File: src/rtl/bcd_scan_counter_if.sv
// Control and display bus of the BCD scan counter: count requests and load in,
// registered count, wrap pulse and scanned digit/select out.
interface bcd_scan_counter_if #(
  parameter int unsigned DIGITS = 4
);
  logic                  en;
  logic                  up;
  logic                  load;
  logic [4*DIGITS-1:0]   load_val;
  logic [4*DIGITS-1:0]   count;
  logic                  carry;
  logic [3:0]            digit;
  logic [DIGITS-1:0]     dsel;

  modport master (
    output en, up, load, load_val,
    input  count, carry, digit, dsel
  );

  modport slave (
    input  en, up, load, load_val,
    output count, carry, digit, dsel
  );
endinterface

File: src/rtl/bcd_scan_counter.sv
// Multi-digit BCD up/down counter with a time-multiplexed digit scanner.
// Define BCD_SCAN_BLANK_EN to blank leading zeros on dsel.
module bcd_scan_counter #(
  parameter int unsigned DIGITS   = 4,
  parameter int unsigned SCAN_DIV = 1000
) (
  input logic               clk,
  input logic               rst,
  bcd_scan_counter_if.slave bus
);
  localparam int unsigned W    = 4 * DIGITS;
  localparam int unsigned DivW = (SCAN_DIV > 1) ? $clog2(SCAN_DIV) : 1;
  localparam int unsigned IdxW = (DIGITS > 1) ? $clog2(DIGITS) : 1;
  localparam logic [DivW-1:0] DivLast = DivW'(SCAN_DIV - 1);
  localparam logic [IdxW-1:0] IdxLast = IdxW'(DIGITS - 1);

  logic [W-1:0]    count_q, count_d;
  logic [W-1:0]    load_clean;
  logic [W-1:0]    step_val;
  logic            wrap;
  logic            carry_q;
  logic [DivW-1:0] div_q;
  logic [IdxW-1:0] idx_q;
  logic [DIGITS-1:0] onehot;

  // Out-of-range load digits become 0 so the decoder never sees codes 10..15.
  always_comb begin
    load_clean = '0;
    for (int i = 0; i < int'(DIGITS); i++) begin
      if (bus.load_val[4*i +: 4] > 4'd9) begin
        load_clean[4*i +: 4] = 4'd0;
      end else begin
        load_clean[4*i +: 4] = bus.load_val[4*i +: 4];
      end
    end
  end

  // wrap stays set while every digit so far rolls over; after the top digit it
  // flags a full-range wrap.
  always_comb begin
    step_val = count_q;
    wrap     = 1'b1;
    for (int i = 0; i < int'(DIGITS); i++) begin
      if (wrap) begin
        if (bus.up) begin
          if (count_q[4*i +: 4] == 4'd9) begin
            step_val[4*i +: 4] = 4'd0;
          end else begin
            step_val[4*i +: 4] = count_q[4*i +: 4] + 4'd1;
            wrap               = 1'b0;
          end
        end else begin
          if (count_q[4*i +: 4] == 4'd0) begin
            step_val[4*i +: 4] = 4'd9;
          end else begin
            step_val[4*i +: 4] = count_q[4*i +: 4] - 4'd1;
            wrap               = 1'b0;
          end
        end
      end
    end
  end

  always_comb begin
    count_d = count_q;
    if (bus.load) begin
      count_d = load_clean;
    end else if (bus.en) begin
      count_d = step_val;
    end
  end

  always_ff @(posedge clk) begin
    if (rst) begin
      count_q <= '0;
      carry_q <= 1'b0;
      div_q   <= '0;
      idx_q   <= '0;
    end else begin
      count_q <= count_d;
      carry_q <= bus.en & ~bus.load & wrap;
      if (div_q == DivLast) begin
        div_q <= '0;
        idx_q <= (idx_q == IdxLast) ? '0 : idx_q + 1'b1;
      end else begin
        div_q <= div_q + 1'b1;
      end
    end
  end

  assign onehot    = DIGITS'(1) << idx_q;
  assign bus.count = count_q;
  assign bus.carry = carry_q;
  assign bus.digit = count_q[4*idx_q +: 4];

`ifdef BCD_SCAN_BLANK_EN
  logic blank;

  // Blank when the scanned digit and all above it are zero; digit 0 always shows.
  always_comb begin
    blank = (idx_q != '0);
    for (int i = 0; i < int'(DIGITS); i++) begin
      if (i >= int'(idx_q) && count_q[4*i +: 4] != 4'd0) begin
        blank = 1'b0;
      end
    end
  end

  assign bus.dsel = blank ? '0 : onehot;
`else
  assign bus.dsel = onehot;
`endif
endmodule
File: src/flat_wrapper.sv
// flat-port wrapper written by rule: the top's interface ports become plain ports
module bcd_scan_counter_flat 
#(
  parameter int unsigned DIGITS   = 4,
  parameter int unsigned SCAN_DIV = 1000
)
  (clk, rst, bus_en, bus_up, bus_load, bus_load_val, bus_count, bus_carry, bus_digit, bus_dsel);
  bcd_scan_counter_if #(.DIGITS(DIGITS)) bus_i ();
  input logic clk;
  input logic rst;
  input wire logic [$bits(bus_i.en)-1:0] bus_en;
  input wire logic [$bits(bus_i.up)-1:0] bus_up;
  input wire logic [$bits(bus_i.load)-1:0] bus_load;
  input wire logic [$bits(bus_i.load_val)-1:0] bus_load_val;
  output wire logic [$bits(bus_i.count)-1:0] bus_count;
  output wire logic [$bits(bus_i.carry)-1:0] bus_carry;
  output wire logic [$bits(bus_i.digit)-1:0] bus_digit;
  output wire logic [$bits(bus_i.dsel)-1:0] bus_dsel;
  assign bus_i.en = bus_en;
  assign bus_i.up = bus_up;
  assign bus_i.load = bus_load;
  assign bus_i.load_val = bus_load_val;
  assign bus_count = bus_i.count;
  assign bus_carry = bus_i.carry;
  assign bus_digit = bus_i.digit;
  assign bus_dsel = bus_i.dsel;
  bcd_scan_counter #(.DIGITS(DIGITS), .SCAN_DIV(SCAN_DIV)) u_core (.clk(clk), .rst(rst), .bus(bus_i));
endmodule
File: config.mk
export PLATFORM = sky130hd
export DESIGN_NAME = bcd_scan_counter_flat
export DESIGN_NICKNAME = d
export VERILOG_FILES = /design/src/rtl/bcd_scan_counter_if.sv /design/src/rtl/bcd_scan_counter.sv /design/src/flat_wrapper.sv
export SDC_FILE = /design/constraint.sdc
export NUM_CORES = 1
export LEC_CHECK = 0
export CAP_MARGIN = 20
export CORE_MARGIN = 4
export CORE_UTILIZATION = 33
export CTS_BUF_LIST = sky130_fd_sc_hd__clkbuf_2
export DETAILED_ROUTE_END_ITERATION = 16
export PLACE_DENSITY_LB_ADDON = 0.12
export REMOVE_ABC_BUFFERS = 1
export SLEW_MARGIN = 20
export SYNTH_ARGS = -nofsm -noshare
export SYNTH_HDL_FRONTEND = slang
export SYNTH_SLANG_ARGS = --single-unit
File: constraint.sdc
create_clock -name clk -period 2.22 [get_ports clk]
set_input_delay 0.444 -clock clk [delete_from_list [all_inputs] [get_ports clk]]
set_output_delay 0.444 -clock clk [all_outputs]
set_load 0.01 [all_outputs]
* After elaboration in Yosys (flattened, before gate mapping)
Cells that the tools add are included.
Widths: inputs -> output; s select.
** Word-level totals
- Bits in registers :: 29
- Input port bits :: 21
- Word-level logic and storage cells :: 81
** Cells by class
- $add $sub $neg :: 10
- Order comparisons :: 4
- Equal/unequal tests :: 6
- Shift-type cells :: 2
- Mux-type cells :: 37
- Bitwise logic cells :: 3
- Reduce and logical (&&, ||, !) cells :: 12
** Operator list (count)
- $mux 4 :: 19
- $mux 16 :: 2
- $add 4x1->4 const B :: 4
- $eq 4x4->1 const B :: 4
- $gt 4x4->1 const B :: 4
- $logic_not 4->1 :: 4
- $shiftx 16x5->4 :: 1
- $sub 4x1->4 const B :: 4
- $mux 1 :: 15
- $add 10x1->10 const B :: 1
- $eq 10x10->1 const B :: 1
- $reduce_bool 2->1 :: 4
- $reduce_and 2->1 :: 3
- $shl 1x2->4 const A :: 1
- $add 2x1->2 const B :: 1
- $and 1x1->1 :: 2
- $eq 2x2->1 const B :: 1
- $mux 2 :: 1
- $reduce_or 2->1 :: 1
- $not 1->1 :: 1

* Longest topological paths before layout
- Word-level depth :: 8
- Mapped depth :: 7
- Gate-level depth less buffers :: 5

* Least setup slack after synthesis
Ideal clock, no wire load.
- Path kind :: flip-flop to flip-flop
- Start point :: register u_core.count_q[8] (netlist: u_core.bus.count[8])
- End point :: register u_core.count_q[14] (netlist: u_core.bus.count[14])
- Arrival :: 1.514 ns
- Setup slack :: 0.579 ns
- Cell stages (with the launch flop) :: 6
- Path buffers :: 1
- Clock period less this slack :: 1.641 ns
- Cell sequence :: dfxtp_1 clkbuf_1 and3_1 o2111ai_1 o211a_1 or3_1
** On the way
- Cells in the longest elaborated chain, start to end :: 6
** RTL lines
- start, declared :: RTL line bcd_scan_counter.sv:17 : logic [W-1:0] count_q, count_d;
- start signal, assigned :: RTL line bcd_scan_counter.sv:80 : count_q <= count_d;
- $eq 4x4->1 / $logic_not 4->1 (equally long branches) :: RTL line bcd_scan_counter.sv:46, bcd_scan_counter.sv:53
- $mux 1 (on tied branches) :: RTL line bcd_scan_counter.sv:46, bcd_scan_counter.sv:53
- $mux 1 * :: RTL line bcd_scan_counter.sv:45 : if (bus.up) begin
- $mux 1 * :: RTL line bcd_scan_counter.sv:44 : if (wrap) begin
- $reduce_bool 2->1 (no line) *
- $reduce_and 2->1 (no line) *
Mark *: on every way between the ends. The rest lies on a longest branch, timed or not.
A chain may end at the register's enable or synchronous reset.

* Worst setup path in the final report
- Start point :: register u_core.idx_q[0]
- End point :: output port bus_dsel[0]
** On the way
- Cells in the longest elaborated chain, start to end :: 1
** RTL lines
- start, declared :: RTL line bcd_scan_counter.sv:23 : logic [IdxW-1:0] idx_q;
- start signal, assigned :: RTL line bcd_scan_counter.sv:84 : idx_q <= (idx_q == IdxLast) ? '0 : idx_q + 1'b1;
- $shl 1x2->4 :: RTL line bcd_scan_counter.sv:91 : assign onehot = DIGITS'(1) << idx_q;
- end, declared :: RTL line flat_wrapper.sv:18 : output wire logic [$bits(bus_i.dsel)-1:0] bus_dsel;
No other way between the ends.

==> flow_summary_export.csv <==
group,metric,value,unit
cts,htreeDepth,2,
worst_hold_path,hold_class,"reg -> reg",
cts,cts_tree,"built",
power,ir_worst_vdd,291,uV
worst_setup_path,cp_slowest_stage_delay,0.53,ns
worst_setup_path,crit_required,1.78,ns
sta,slew_headroom,69.8,%
yosys,synth_area,2190,sq um
worst_setup_path,critPathMaxFanout,5,
final_layout,syn2layout_area_growth,34.1,%
sta,tns,0,ns
flow_run,maxCapViolCount,0,
floorplanning,rows,29,
cts,cts_hold_buf,0,
sta,hold_viol_final,0,
final_layout,drive_gt1_share,18.3,%
grt,antenna_found_initial,0,
floorplanning,die_x,89.5,um
sta,clock.fmax,0.477,GHz
final_layout,fin_area,2940,sq um
drt,firstDrtPassIters,4,
grt,grt_pass1_wl,10300,um
worst_setup_path,worstPathArrival,1.65,ns
yosys,synth_top_area_share,26.5,%
placed_design,place_inst,403,
placed_design,portBuffers,45,
run_status,status,"finished clean",
worst_setup_path,worst_setup_path_end_kind,"output pin",
floorplanning,start_util,34.3,%
drt,drc,0,
power,powerDensity,492,nW/um^2
cts,clockBufferDepth,2,
worst_setup_path,r2r-start,"u_core.bus.count[2]",
grt,grt_pass1_vias,2049,
floorplanning,io_pins,46,
drt,drt-initial-drc-count,110,
floorplanning,core,6390,sq um
sta,drv_slew,0,
yosys,syn-instance-count,275,
cts,path_clk_slew,0.17,ns
sta,tightest_slew,0.450,ns
cts,clk_latency,0.37,ns
worst_setup_path,r2r_end,"u_core.bus.count[14]",
grt,grt_overflow,0,
yosys,yosys_warnings,0,
drt,wl_per_cell,15.7,um
grt,grt_max_degree,19,
yosys,syn_area_per_cell,7.98,sq um
drt,wl,6470,um
worst_setup_path,crit_slowest_cell,"clkdlybuf4s50_1",
cts,cts_buffers,5,
sta,rsz0062_at_grt,"no",
yosys,synth_ff_type,"dfxtp_1",
placed_design,place_area,2850,sq um
grt,grt.total_usage,16.8,%
yosys,async_reset_ff_share,0,%
cts,cts-root-buf,"clkbuf_2",
yosys,synth_edf_count,0,
worst_setup_path,crit_start,"u_core.idx_q[0]",
worst_setup_path,endpoint,"bus_dsel[0]",
placed_design,gp_congestion,0.846,
final_layout,n_antenna_cell,0,
drt,vias_per_cell,5.41,
yosys,ys_top_cells_by_count,"dfxtp_1, nor2_1, inv_1",
worst_setup_path,worst-setup-path-type,"reg -> out",
yosys,synth_cell_types,66,
drt,drtAntennaViolNets,0,
yosys,yosysMostFrequentCell,"dfxtp_1",
drt,dr_total_vias,2223,
sta,fin_skew,0.00923,ns
final_layout,finish.net_count,359,
floorplanning,fp.dieArea,8010,sq um
yosys,synth_area_leader_cell,"dfxtp_1",
yosys,ys_seq_area_share,26.5,%
sta,finalSetupViolCount,0,
yosys,synth-seq-cells,29,
sta,holdWs,0.466,ns
power,power_leakage,1.10,nW
power,p_total,1.45,mW
yosys,ys_top_cells_by_area,"dfxtp_1, nor2_1, xnor2_1, mux4_2, o21ai_0",
worst_setup_path,rrSetupSlack,0.44,ns
floorplanning,die-height,89.5,um
cts,clock_sinks,29,
placed_design,dpl.hpwl,4950,um
sta,min_period,2.09,ns
worst_setup_path,crit_chain,"buf_4 > inv_1 > ha_1 > clkdlybuf4s50_1",
sta,fin_crit_sh,94.4,%
worst_setup_path,startpoint_type,"flop",
worst_setup_path,r2r_cells,5,
final_layout,fin_cells,411,
[worst max-delay path: cells and delay by family, from the launching register on]
kind,cells,cell delay (ns)
flip-flops,1,0.40
buffers and inverters,3,0.75
adder cells (fa/ha/maj),1,0.14
[cell type report]
class                   instances  area (sq um)
clock buffers                   5          25.0
multi-input cells             205          1430
fillers                       640          3440
repair buffers                 76           678
clock inverters                 3          65.1
flip-flops and latches         29           588
inverters                      16          60.1
well taps                      77          96.3
[cell families (layout without fill, tap and decap cells)]
| group | Yosys count | in the layout | share of synthesized area (%) |
|---|---|---|---|
| xor gates and xnor gates | 15 | 15 | 5.99 |
| DFF | 29 | 29 | 26.5 |
| and+or+nand+nor | 99 | 99 | 25.4 |
| buffers and inverters | 41 | 100 | 8.39 |
| muxes | 9 | 9 | 6.45 |
| adders and majority gates | 5 | 5 | 2.85 |
| AOI/OAI and AO/OA | 77 | 77 | 24.4 |
[through the flow]
step	setup slack, ns	util [%]
final	0.125	46.1
after detailed placement	-0.0145	44.6
after global routing	0.0240	46.1
after global placement	0.0238	44.6
after floorplan	0.582	-
after CTS	0.0990	46.1
[worst min-delay path by stage]
stage / slack, ns / from / endpoint / depth (start not counted)
6_report: 0.47 / u_core.div_q[0] / u_core.div_q[0] / 1
5_1_grt: 0.50 / u_core.div_q[0] / u_core.div_q[0] / 1
4_1_cts: 0.47 / u_core.div_q[0] / u_core.div_q[0] / 1
3_5_place_dp: 0.44 / u_core.div_q[0] / u_core.div_q[0] / 1
3_3_place_gp: 0.44 / u_core.div_q[0] / u_core.div_q[0] / 1
2_1_floorplan: 0.42 / u_core.div_q[0] / u_core.div_q[0] / 1
[power by group]
group / total [mW] / switching (mW) / internal (mW)
logic: 0.379 / 0.192 / 0.187
clock network: 0.507 / 0.205 / 0.302
registers: 0.562 / 0.0201 / 0.542
[routing by layer]
layer	vias to the layer above	routed length, um	GRT usage, %
met5	-	0	0
li1	1121	-	-
met2	70	2850	25.3
met4	0	46	4.06
met1	1028	3160	24.6
met3	4	404	2.95
[cell usage in the layout (no fill, tap or decap), drive strengths merged, types with 4 or more instances in the layout]
cell type	Yosys	routed
a21oi	13	13
mux2i	4	4
mux4	4	4
dlygate4sd2	0	4
or2	5	5
nor4	5	5
clkbuf	16	5
buf	9	31
o22ai	4	4
nand2	13	13
clkdlybuf4s50	0	41
a211oi	6	6
o21ai	17	17
nor2	28	28
nand3	5	5
ha	5	5
inv	16	16
xnor2	12	12
a311oi	5	5
and3	6	6
nand2b	4	4
dfxtp	29	29
or3	4	4
nor3	12	12
[flip-flops by register name, indices dropped and copies added, names as in the netlist]
signal            cells
u_core.bus.count     16
u_core.div_q         10
u_core.idx_q          2
u_core.bus.carry      1
[timing repair]
item	4_1_cts	5_1_grt
endpoints found under the setup margin	7	0
resized for setup	9	0
setup buffers	0	0
No activity file was read; power rests on OpenSTA's default activity.
